--- src/rtl/serial_pkg.sv ---
// Shared types and helpers for the serial_loader parallel-to-serial front end.
package serial_pkg;

    typedef enum logic {
        ST_IDLE  = 1'b0,
        ST_SHIFT = 1'b1
    } state_t;

    // Bit-counter width for a word of `width` bits; never narrower than one bit.
    function automatic int cnt_width(input int width);
        return (width > 2) ? $clog2(width) : 1;
    endfunction

endpackage

--- src/rtl/serial_loader_if.sv ---
// Valid/ready word handshake into the serial_loader.
interface serial_loader_if #(
    parameter int WIDTH = 4
);
    logic [WIDTH-1:0] data_in;
    logic             data_valid;
    logic             data_ready;

    modport master (output data_in, output data_valid, input data_ready);
    modport slave  (input data_in, input data_valid, output data_ready);
endinterface

--- src/rtl/serial_loader.sv ---
// Buffers one WIDTH-bit word and streams words gaplessly, one bit per clock,
// on ser_out/ser_en for a downstream serial-input shift stage.
module serial_loader
    import serial_pkg::*;
#(
    parameter int WIDTH     = 4,
    parameter bit MSB_FIRST = 1'b0
) (
    input  logic            clk,
    input  logic            rst,
    serial_loader_if.slave  bus,
    output logic            ser_out,
    output logic            ser_en,
    output logic            busy,
    output logic            done
);

    localparam int            CW   = cnt_width(WIDTH);
    localparam logic [CW-1:0] LAST = CW'(WIDTH - 1);

    state_t            state;
    logic [WIDTH-1:0]  hold;
    logic              hold_full;
    logic [WIDTH-1:0]  sreg;
    logic [CW-1:0]     cnt;
    logic              done_q;
    logic              accept;
    logic [WIDTH-1:0]  sreg_next;

    assign bus.data_ready = !hold_full && !rst;
    assign accept         = bus.data_valid && bus.data_ready;

    // Shift toward whichever end is currently driving ser_out.
    assign sreg_next = MSB_FIRST ? {sreg[WIDTH-2:0], 1'b0}
                                 : {1'b0, sreg[WIDTH-1:1]};

    always_ff @(posedge clk) begin
        if (rst) begin
            state     <= ST_IDLE;
            hold_full <= 1'b0;
            sreg      <= '0;
            cnt       <= '0;
            done_q    <= 1'b0;
        end else begin
            done_q <= 1'b0;

            // NOTE: hold carries data only and is qualified by hold_full, so it is not reset.
            if (accept) begin
                hold      <= bus.data_in;
                hold_full <= 1'b1;
            end

            // accept needs an empty hold and every transfer needs a full one,
            // so the set and clear of hold_full never collide.
            case (state)
                ST_IDLE: begin
                    if (hold_full) begin
                        sreg      <= hold;
                        cnt       <= '0;
                        hold_full <= 1'b0;
                        state     <= ST_SHIFT;
                    end
                end
                ST_SHIFT: begin
                    if (cnt == LAST) begin
                        done_q <= 1'b1;
                        if (hold_full) begin
                            sreg      <= hold;
                            cnt       <= '0;
                            hold_full <= 1'b0;
                        end else begin
                            state <= ST_IDLE;
                        end
                    end else begin
                        sreg <= sreg_next;
                        cnt  <= cnt + CW'(1);
                    end
                end
                default: state <= ST_IDLE;
            endcase
        end
    end

    assign ser_en  = (state == ST_SHIFT);
    assign ser_out = ser_en && (MSB_FIRST ? sreg[WIDTH-1] : sreg[0]);
    assign busy    = (state == ST_SHIFT) || hold_full;
    assign done    = done_q;

endmodule
--- src/flat_wrapper.sv ---
// flat-port wrapper written by rule: the top's interface ports become plain ports
module serial_loader_flat import serial_pkg::*;
#(
    parameter int WIDTH     = 4,
    parameter bit MSB_FIRST = 1'b0
)
  (clk, rst, ser_out, ser_en, busy, done, bus_data_in, bus_data_valid, bus_data_ready);
  serial_loader_if #(.WIDTH(WIDTH)) bus_i ();
  input  logic clk;
  input  logic rst;
  output logic ser_out;
  output logic ser_en;
  output logic busy;
  output logic done;
  input wire logic [$bits(bus_i.data_in)-1:0] bus_data_in;
  input wire logic [$bits(bus_i.data_valid)-1:0] bus_data_valid;
  output wire logic [$bits(bus_i.data_ready)-1:0] bus_data_ready;
  assign bus_i.data_in = bus_data_in;
  assign bus_i.data_valid = bus_data_valid;
  assign bus_data_ready = bus_i.data_ready;
  serial_loader #(.WIDTH(WIDTH), .MSB_FIRST(MSB_FIRST)) u_core (.clk(clk), .rst(rst), .bus(bus_i), .ser_out(ser_out), .ser_en(ser_en), .busy(busy), .done(done));
endmodule
--- config.mk ---
export PLATFORM = sky130hd
export DESIGN_NAME = serial_loader_flat
export DESIGN_NICKNAME = d
export VERILOG_FILES = /design/src/rtl/serial_pkg.sv /design/src/rtl/serial_loader_if.sv /design/src/rtl/serial_loader.sv /design/src/flat_wrapper.sv
export SDC_FILE = /design/constraint.sdc
export NUM_CORES = 1
export LEC_CHECK = 0
export ABC_AREA = 1
export CAP_MARGIN = 25
export CORE_AREA = 2 2 39 41
export CTS_BUF_LIST = sky130_fd_sc_hd__clkbuf_8
export CTS_CLUSTER_SIZE = 14
export DETAILED_ROUTE_END_ITERATION = 6
export DIE_AREA = 0 0 41 43
export PLACE_DENSITY = 0.66
export SYNTH_ARGS = -nofsm -noshare
export SYNTH_HDL_FRONTEND = slang
export SYNTH_SLANG_ARGS = --single-unit
--- constraint.sdc ---
create_clock -name clk -period 1.1 [get_ports clk]
set_input_delay 0.22 -clock clk [delete_from_list [all_inputs] [get_ports clk]]
set_output_delay 0.22 -clock clk [all_outputs]
set_load 0.1 [all_outputs]
==> results.txt <==
The run finished, with violations left. The checks that failed: negative setup slack. The setup TNS after final layout is -0.1901 ns. The worst hold-check slack came out at 0.3874 ns. The number of nets in the finished design is 100. The total power per unit cell area came out at 1471 mW/mm². Summing over every cut layer, the via total after detailed routing is 477.

The CTS H-tree depth came out at 1. Buffers inserted to repair hold after CTS numbered 0. Timing would allow up to 866.8 MHz.

The critical path endpoint category is a primary output. The total DRC errors in the routed layout is 0. The die is 41 µm wide. The y dimension of the die is 43 µm. The number of maximum-capacitance constraint violations came out at 0. The number of port buffers came out at 11.

The required time of the critical path came out at 0.88 ns. The first detailed-routing pass took 4 iterations. The number of top-level pins came out at 12.

Entering global routing, the biggest net connects 9 pins. The synthesis-to-layout area growth is 54.69%. The path class of the tightest hold or removal check is in -> reg.

The congestion estimate from routability-driven global placement came to 0.7238. The Yosys step of the flow raised 0 warnings. The number of sinks driven by the clock tree came out at 13. The count of pins over their slew limit came out at 0. The via count of the first global-routing pass is 398. The critical path class is reg -> out. The setup-violating endpoint count in the final report is 4. The detailed-route wire length is 966 µm. Data arrives at the worst endpoint at 0.93 ns. The worst reg-to-reg setup slack is 0.11 ns. The final number of hold-violating endpoints came out at 0.

Counting flops and latches in the post-synthesis netlist gives 13. The endpoint of the worst hold path is u_core.ser_en. A synthesized cell averages 7.895 µm². The transition at the pin with the smallest max-transition slack is 0.1967 ns. Subtracting the final worst setup slack from the clock period gives 1.154 ns. The placed wire-length estimate after detailed placement is 724.8 µm. The area inside the core boundary is 0.001384 mm².

The share of synthesized area occupied by flip-flops and latches came out at 0.5357. Of the available clock period, the critical path in the final layout requires 1.049. The library cell used most frequently in the layout, excluding fill and tap cells, is sky130_fd_sc_hd__nand2_1.

The highest fanout seen on the critical path came out at 6. The number of core rows came out at 14. The category of the worst setup path launch point is a register. The initial antenna violation count came out at 0. Setup repair after global routing could not meet its margin everywhere. The max-slew headroom at the worst pin came out at 0.8687.

The number of antenna diodes in the final layout is 0. Along the worst hold path, the cell count comes to 2. The gate count of the mapped netlist came out at 71. For this configuration, the core starts out at a cell density of 0.4051. The startpoint identified for the worst hold timing path is rst. The first-pass GRT wire length came out at 1614 µm. The root buffer cell chosen for the clock tree is sky130_fd_sc_hd__clkbuf_8. The post-synthesis net count came out at 80.

After global routing the overflow that remains totals 0. The final standard cell count with taps included and fillers excluded is 106. The worst reg2reg path startpoint is u_core.cnt[0]. The initial detailed-routing violation count is 4. The global-route total usage across every layer came out at 0.1436. The library cells used most frequently in the layout, excluding fill and tap cells, are sky130_fd_sc_hd__nand2_1 (17), sky130_fd_sc_hd__nor2_1 (11), sky130_fd_sc_hd__inv_1 (8).

The maximum number of buffers from clock root to sink is 2. The CTS tree is done. The total standard cell area after synthesis is 560.5 µm². The placed instance count came out at 99.

The full die area is 0.001763 mm². The share of cells above drive strength 1 came out at 0.3111. Setup slack on the critical path of the routed design comes to -0.05366 ns. The depth of the worst register-to-register path is 5.

The cell leakage power is 0.0003966 µW. The post-detailed-route wirelength per cell came out at 9.113 µm. The antenna violation net count after detailed routing came out at 0.

The end of the worst register-to-register path is u_core.cnt[0]. After clock tree synthesis, the clock-pin slew on the worst setup and hold paths is 0.05 ns. The clock skew after layout came out at 0.002580 ns.

At the later pin of the worst-skew pair, clock insertion delay measures 0.24 ns. The number of vias per cell after detailed routing is 4.500. The maximum vdd drop came out at 1.170 mV. The number of CTS-inserted buffers is 3. The synthesized netlist contains 15 unique library cells.
-- synthesized netlist by cell type, drive strengths merged --
| library cell | instances | share of area |
|---|---|---|
| dfxtp | 9 | 0.32 |
| ha | 2 | 0.045 |
| buf | 1 | 0.0089 |
| nand3 | 2 | 0.018 |
| nand3b | 1 | 0.013 |
| nand2 | 22 | 0.17 |
| nor3 | 1 | 0.0089 |
| nor2 | 12 | 0.080 |
| a21oi | 3 | 0.027 |
| o21ai | 2 | 0.018 |
| edfxtp | 4 | 0.21 |
| inv | 12 | 0.080 |
-- power by group --
| part | total [µW] | switching [µW] | internal, µW |
|---|---|---|---|
| Sequential | 553 | 25.1 | 528 |
| Clock | 414 | 168 | 246 |
| Combinational | 308 | 182 | 126 |
| Total | 1280 | 375 | 901 |
-- flip-flops by register name, summed over array words and instances (netlist names) --
signal	count
u_core.hold_full	1
u_core.sreg	4
u_core.done	1
u_core.cnt	2
u_core.ser_en	1
u_core.hold	4
-- layout make-up --
class                      instances  area [µm²]
clock buffer                       3       41.29
fill                             111       516.7
multi-input combinational         45       244.0
timing repair buffer              16       196.4
tap                               16       20.02
sequential                        13       310.3
inverter                          12       51.30
clock inverter                     1       3.754
-- cells by family (layout without fill, tap and decap cells) --
family / Yosys count / after routing / share of synthesized area
AOI/OAI and AO/OA: 5 / 5 / 0.04464
adders and majority gates: 2 / 2 / 0.04464
buffers and inverters: 13 / 32 / 0.08927
DFF: 13 / 13 / 0.5357
and+or+nand+nor: 38 / 38 / 0.2857
-- metal layers --
| layer | global-route usage | up-vias | share of wire |
|---|---|---|---|
| li1 | - | 254 | - |
| met1 | 0.1684 | 207 | 0.43 |
| met2 | 0.2000 | 12 | 0.49 |
| met3 | 0.04712 | 4 | 0.046 |
| met4 | 0.1200 | 0 | 0.032 |
| met5 | 0 | - | 0 |
-- critical path: stages, from the launching register on --
cell	delay, ns
sky130_fd_sc_hd__dfxtp_4	0.40
sky130_fd_sc_hd__nand2_4	0.06
sky130_fd_sc_hd__clkinvlp_4	0.07
sky130_fd_sc_hd__buf_12	0.16
-- stage by stage --
step	instance area, µm²	setup WS [ns]	util	power [µW]
finish	867.1	-0.05366	0.6266	1276
global route	867.1	-0.08626	0.6266	1335
CTS	848.3	-0.09566	0.6130	1279
detailed placement	793.3	-0.2730	0.5732	858.6
global placement	793.3	-0.2722	0.5732	855.2
floorplan	609.3	-0.3135	-	758.2
-- timing repair --
| action | CTS | global route |
|---|---|---|
| pin swaps | 2 | 1 |
| buffers inserted | 1 | 2 |
| resized for setup | 3 | 3 |
| endpoints found under the setup margin | 7 | 6 |
| endpoints found under the hold margin | 0 | 0 |
-- worst max path at each step --
stage	from	to	slack, ns	cells past startpoint
2_1_floorplan	u_core.hold_full	u_core.hold[0]	-0.31	4
3_3_place_gp	rst	u_core.hold[2]	-0.27	4
3_5_place_dp	rst	u_core.hold[2]	-0.27	4
4_1_cts	u_core.ser_en	ser_en	-0.1	2
5_1_grt	u_core.ser_en	ser_en	-0.09	2
6_report	u_core.ser_en	ser_out	-0.05	3
Note: power is estimated with default switching activity, not from simulation.
